--- src/rtl/uart_rx_fifo.sv ---
// uart_rx_fifo: oversampled UART receiver with parity, sticky errors and a FWFT FIFO.
// Optional macro UART_RX_MAJORITY_EN: 3-sample majority vote per bit.
module uart_rx_fifo #(
  parameter int DATA_W = 8,
  parameter int OSR    = 4,
  parameter int PARITY = 1,
  parameter int DEPTH  = 4
) (
  input  logic                       rxclk,
  input  logic                       reset_n,
  input  logic                       rx_in,
  input  logic                       rx_enable,
  output logic [DATA_W-1:0]          rx_data,
  output logic                       rx_valid,
  input  logic                       rx_ready,
  output logic [$clog2(DEPTH+1)-1:0] level,
  output logic                       frame_err,
  output logic                       parity_err,
  output logic                       overrun,
  input  logic                       err_clr
);

  localparam int CW = $clog2(OSR);
  localparam int BW = (DATA_W > 1) ? $clog2(DATA_W) : 1;
  localparam int PW = $clog2(DEPTH);
  localparam int LW = $clog2(DEPTH+1);
`ifdef UART_RX_MAJORITY_EN
  localparam int SAMP = OSR/2 + 1;
`else
  localparam int SAMP = OSR/2;
`endif
  localparam logic [CW-1:0] C_SAMP = CW'(SAMP);
  localparam logic [CW-1:0] C_LAST = CW'(OSR-1);
  localparam logic [BW-1:0] B_LAST = BW'(DATA_W-1);
  localparam logic          ODD    = (PARITY == 2);

  typedef enum logic [2:0] {
    IDLE, START, DATA, PAR, STOP, WAIT_HIGH
  } state_t;

  logic              r_rx_d1, r_rx_d2;
  state_t            r_state, w_state_nxt;
  logic [CW-1:0]     r_cnt, w_cnt_nxt;
  logic [BW-1:0]     r_bit, w_bit_nxt;
  logic [DATA_W-1:0] r_rx_reg, w_reg_nxt;
  logic              r_par_bad, w_par_bad_nxt;
  logic              w_sample, w_bit;
  logic              w_push_req, w_fe_set, w_pe_set;

  logic [DATA_W-1:0] r_mem [DEPTH];
  logic [PW-1:0]     r_wr, r_rd;
  logic [LW-1:0]     r_level;
  logic              w_full, w_pop, w_push, w_ov_set;
  logic              r_fe, r_pe, r_ov;

  // two-flop synchronizer for the asynchronous serial line
  always_ff @(posedge rxclk or negedge reset_n) begin
    if (!reset_n) begin
      r_rx_d1 <= 1'b1;
      r_rx_d2 <= 1'b1;
    end else begin
      r_rx_d1 <= rx_in;
      r_rx_d2 <= r_rx_d1;
    end
  end

  assign w_sample = (r_cnt == C_SAMP);

`ifdef UART_RX_MAJORITY_EN
  logic [1:0] r_maj;

  // capture the two samples preceding the decision point
  always_ff @(posedge rxclk or negedge reset_n) begin
    if (!reset_n) begin
      r_maj <= 2'b11;
    end else begin
      if (r_cnt == CW'(OSR/2 - 1)) r_maj[0] <= r_rx_d2;
      if (r_cnt == CW'(OSR/2))     r_maj[1] <= r_rx_d2;
    end
  end

  assign w_bit = (r_maj[0] & r_maj[1]) |
                 (r_maj[0] & r_rx_d2) |
                 (r_maj[1] & r_rx_d2);
`else
  assign w_bit = r_rx_d2;
`endif

  // receiver next-state, bit assembly and frame verdict
  always_comb begin
    w_state_nxt   = r_state;
    w_cnt_nxt     = (r_cnt == C_LAST) ? '0 : r_cnt + 1'b1;
    w_bit_nxt     = r_bit;
    w_reg_nxt     = r_rx_reg;
    w_par_bad_nxt = r_par_bad;
    w_push_req    = 1'b0;
    w_fe_set      = 1'b0;
    w_pe_set      = 1'b0;
    unique case (r_state)
      IDLE: begin
        w_cnt_nxt = '0;
        if (rx_enable && !r_rx_d2) begin
          w_state_nxt = START;
          w_cnt_nxt   = CW'(1);
        end
      end
      START: begin
        if (w_sample) begin
          if (!w_bit) begin
            w_state_nxt   = DATA;
            w_bit_nxt     = '0;
            w_par_bad_nxt = 1'b0;
          end else begin
            w_state_nxt = IDLE;
          end
        end
      end
      DATA: begin
        if (w_sample) begin
          w_reg_nxt[r_bit] = w_bit;
          if (r_bit == B_LAST) begin
            w_state_nxt = (PARITY != 0) ? PAR : STOP;
          end else begin
            w_bit_nxt = r_bit + 1'b1;
          end
        end
      end
      PAR: begin
        if (w_sample) begin
          w_par_bad_nxt = (w_bit != ((^r_rx_reg) ^ ODD));
          w_state_nxt   = STOP;
        end
      end
      STOP: begin
        if (w_sample) begin
          if (w_bit) begin
            w_state_nxt = IDLE;
            if (r_par_bad) w_pe_set = 1'b1;
            else           w_push_req = 1'b1;
          end else begin
            w_state_nxt = WAIT_HIGH;
            w_fe_set    = 1'b1;
          end
        end
      end
      WAIT_HIGH: begin
        if (r_rx_d2) w_state_nxt = IDLE;
      end
      default: w_state_nxt = IDLE;
    endcase
    if (!rx_enable) begin
      w_state_nxt = IDLE;
      w_push_req  = 1'b0;
      w_fe_set    = 1'b0;
      w_pe_set    = 1'b0;
    end
  end

  // receiver state registers
  always_ff @(posedge rxclk or negedge reset_n) begin
    if (!reset_n) begin
      r_state   <= IDLE;
      r_cnt     <= '0;
      r_bit     <= '0;
      r_rx_reg  <= '0;
      r_par_bad <= 1'b0;
    end else begin
      r_state   <= w_state_nxt;
      r_cnt     <= w_cnt_nxt;
      r_bit     <= w_bit_nxt;
      r_rx_reg  <= w_reg_nxt;
      r_par_bad <= w_par_bad_nxt;
    end
  end

  assign w_full   = (r_level == LW'(DEPTH));
  assign w_pop    = rx_valid & rx_ready;
  assign w_push   = w_push_req & (~w_full | w_pop);
  assign w_ov_set = w_push_req & w_full & ~w_pop;

  // FIFO storage; a pop in the same cycle frees the slot for a push
  always_ff @(posedge rxclk or negedge reset_n) begin
    if (!reset_n) begin
      for (int i = 0; i < DEPTH; i++) r_mem[i] <= '0;
    end else if (w_push) begin
      r_mem[r_wr] <= r_rx_reg;
    end
  end

  // FIFO pointers and occupancy
  always_ff @(posedge rxclk or negedge reset_n) begin
    if (!reset_n) begin
      r_wr    <= '0;
      r_rd    <= '0;
      r_level <= '0;
    end else begin
      if (w_push) r_wr <= r_wr + 1'b1;
      if (w_pop)  r_rd <= r_rd + 1'b1;
      if (w_push && !w_pop)      r_level <= r_level + 1'b1;
      else if (!w_push && w_pop) r_level <= r_level - 1'b1;
    end
  end

  // sticky error flags, a new event beats a clear
  always_ff @(posedge rxclk or negedge reset_n) begin
    if (!reset_n) begin
      r_fe <= 1'b0;
      r_pe <= 1'b0;
      r_ov <= 1'b0;
    end else begin
      r_fe <= w_fe_set | (r_fe & ~err_clr);
      r_pe <= w_pe_set | (r_pe & ~err_clr);
      r_ov <= w_ov_set | (r_ov & ~err_clr);
    end
  end

  assign rx_data    = r_mem[r_rd];
  assign rx_valid   = (r_level != '0);
  assign level      = r_level;
  assign frame_err  = r_fe;
  assign parity_err = r_pe;
  assign overrun    = r_ov;

endmodule

--- config.mk ---
export PLATFORM = sky130hd
export DESIGN_NAME = uart_rx_fifo
export DESIGN_NICKNAME = d
export VERILOG_FILES = /design/src/rtl/uart_rx_fifo.sv
export SDC_FILE = /design/constraint.sdc
export NUM_CORES = 1
export LEC_CHECK = 0
export BUFFER_PORTS_ARGS = -buffer_cell sky130_fd_sc_hd__buf_2
export CAP_MARGIN = 20
export CORE_MARGIN = 3
export CORE_UTILIZATION = 31
export DETAILED_ROUTE_END_ITERATION = 16
export PLACE_DENSITY = 0.44
export SYNTH_ARGS = -nofsm -noshare
export SYNTH_HDL_FRONTEND = slang
export SYNTH_SLANG_ARGS = --single-unit
export TNS_END_PERCENT = 20
--- constraint.sdc ---
create_clock -name rxclk -period 3.1 [get_ports rxclk]
set_input_delay 0.155 -clock rxclk [delete_from_list [all_inputs] [get_ports rxclk]]
set_output_delay 0.155 -clock rxclk [all_outputs]
set_load 0.05 [all_outputs]
==> results.yml <==
sta:
  tightest_slew_ps: 697
  rsz0062_at_grt: "false"
  hold_viol_final: 0
  min_period_over_period_pct: 75.9
  setup_slack_ps: 747
  drv_slew: 0
  setup_viol: 0
  fin_skew_ps: 3.65
  relSlewSlack_pct: 52.8
  fmax_mhz: 425
  fin_tns_setup_ps: 0
  finalWorstPathRequiredPeriod_ps: 2350
synth:
  synth_edf_count: 0
  synth_fp_nets: 225
  synthFlopType: "dfrtp_1"
  synth_compound_area_share_pct: 3.45
  yosys_warnings: 0
  yosys.area.top_type: "dfrtp_1"
  synth.distinct_cells: 43
  synthSimpleGateAreaFrac_pct: 10.4
  synth_area_um2: 2940
  ys_ff_latch: 61
  synth_top_family_by_area: "multiplexers"
  syn_inst: 209
  synthAdderAreaFrac_pct: 4.51
  yosys.area_share.xor_xnor_pct: 4.34
  synthMuxAreaShare_pct: 22.9
  syn_avg_cell_area_um2: 14.1
  synth_top_area_share_pct: 50.2
  async_reset_ff_share_pct: 100
  synth.area.top_cells: "dfrtp_1 50%, mux2_2 15%, mux4_2 6.1%, ha_1 3.8%, xnor2_1 2.4%"
  synth_seq_area_share_pct: 52.0
worst_setup_path:
  crit_type: "register to register"
  cp_top_family: "adder cells"
  crit_path_end_kind: "register"
  critical-path-slowest-cell: "dfrtp_1"
  required_ps: 3360
  worstPathCellList: "inv_1 -> ha_1 -> nand4b_2 -> nor4_4 -> ha_1 -> inv_1 -> fa_1 -> xor2_1 -> nor2_1 -> xor2_1"
  start_kind: "register"
  slowest_delay_ps: 390
  path_max_fanout: 10
  arrival_ps: 2610
  cp_num_buf_inv: 2
place:
  gp_congestion: 0.683
  place_area_um2: 3180
  hpwl_um: 3750
  dpl.cell_count: 349
  pre_cts_ws_ps: 755
  portBuffers: 20
clock_network:
  cts_tree: "done"
  clock_latency_ps: 330
  cts_buffers: 9
  post_cts_buffers: 0
  clock_tree.buffer_depth: 2
  cts_num_sinks: 61
  cts_resized: 0
  h-tree-depth: 3
  clockRootBuffer: "clkbuf_8"
  clkTransAtPathRegs_ps: 60
grt:
  grt_max_degree: 27
  grt_pass1_vias: 1782
  grt_pass1_wl_um: 9180
  antenna_found_initial: 0
  grt_usage_pct: 11.6
  gr-total-overflow: 0
final_layout:
  multi_input_area_um2: 1340
  antenna_cells: 0
  fin_area_um2: 3460
  fillers: 856
  largest_reg_flops: 32
  area_delta_synth_final_pct: 17.6
  drive_gt1_share_pct: 41.1
  seqCellArea_um2: 1530
  instances_no_fill: 367
  nets: 252
power_and_ir_drop:
  p_per_area_nw_per_um2: 624
  ir_drop_mv: 0.259
  power_mw: 2.16
  leakagePower_nw: 1.72
hold_path:
  hp-class: "primary input to register"
drt:
  drt-pass1-iter-count: 4
  via_per_inst: 4.56
  drtIter0Drc: 37
  wl_um: 5490
  vias: 1674
  post-route-drc-count: 0
  route.detailed.wl_per_inst_um: 14.9
  drtAntennaViolNets: 0
floorplan:
  rows: 34
  pin_count: 21
  die_x_um: 103
  die_area_um2: 10700
  initial_core_util_pct: 32.8
  fp.dieH_um: 103
  core_um2: 8980
run_status:
  status: "complete, no violations"
job:
  maxCapViolations: 0
==> metal layers <==
layer,wire (um),part of all wire (%),global-route usage (%)
met5,0,0,0
met4,95,1.7,4.78
met3,169,3.1,3.62
met2,2630,48,18.9
met1,2590,47,14.1
==> stage by stage <==
step                      hold WS [ps]  util [%]
after global routing              6.85      38.5
after global placement             103      35.4
final                             24.0      38.5
after detailed placement           109      35.4
after CTS                         1.29      38.5
after floorplan                   -141         -
==> worst reg2reg max path: cells and delay by family, from the launching register on <==
kind	cells	cell delay [ps]
adders and majority gates	3	940
and+or+nand+nor	3	520
DFF	1	390
xor gates and xnor gates	2	320
buffers and inverters	2	120
==> logic make-up after synthesis <==
kind of cell | after synthesis
flip-flops | 61
multiplexers | 51
XOR/XNOR | 13
adder cells (fa/ha/maj) | 10
AND/OR/NAND/NOR | 43
buffers and inverters | 16
AO/OA/AOI/OAI | 15
==> cell usage in the layout, fill, tap and decap left out, types with 2 or more instances in the layout <==
master         instances
a21oi_1                3
a22o_1                 3
buf_2                 20
buf_4                  3
bufinv_16              3
clkbuf_8              12
dfrtp_1               59
dfstp_2                2
dlygate4sd3_1          2
ha_1                   9
inv_1                  7
mux2_2                39
mux2_4                 3
mux4_2                 8
nand2_1                6
nand2_4                4
nand3_1                3
nand3b_1               4
nor2_1                 6
nor2b_1                2
nor3_1                 2
nor3b_1                4
nor4b_1                2
o21ai_0                4
xnor2_1                8
xor2_1                 4
==> worst paths after layout <==
| path | from | endpoint | slack [ps] | cells past startpoint |
|---|---|---|---|---|
| worst max-delay path | r_cnt[0] | level[2] | 750 | 10 |
| min in group asynchronous | reset_n | r_mem[26] | 270 | 2 |
| worst min register to register | r_rx_d1 | r_rx_d2 | 360 | 0 |
| max in group asynchronous | reset_n | r_rx_d1 | 2100 | 3 |
| worst min-delay path | err_clr | frame_err | 20 | 2 |
| worst max register to register | r_cnt[0] | level[2] | 750 | 10 |
==> report_power, final <==
group	internal, mW	total [mW]	switching (mW)	leakage, nW
logic	0.131	0.304	0.173	0.768
registers	0.842	0.954	0.113	0.821
clock network	0.601	0.900	0.299	0.130
==> synthesized netlist by cell type, types with 2 or more instances <==
library cell,n
o21ai_0,4
mux2_2,39
dfstp_2,2
nor3b_1,4
a22o_1,3
xnor2_1,8
a21oi_1,3
xor2_1,4
nor2b_1,2
buf_1,2
nand3_1,3
nand2_1,6
inv_1,7
nor4b_1,2
dfrtp_1,59
nor2_1,6
clkbuf_1,5
nand2_4,4
nor3_1,2
mux2_4,3
nand3b_1,4
ha_1,9
mux4_2,8
==> timing repair <==
| item | 4_1_cts | 5_1_grt |
|---|---|---|
| endpoints found under the setup margin | 0 | 0 |
| hold buffers | 2 | 0 |
| endpoints found under the hold margin | 16 | 0 |
==> layout make-up <==
type / count / area share (%)
clock buffer: 13 / 4.89
clock inverter: 3 / 2.61
inverter: 7 / 0.760
multi-input combinational: 132 / 38.8
sequential: 61 / 44.2
tap: 126 / 4.56
timing repair buffer: 25 / 4.13
(Power assumes the default switching activity.)
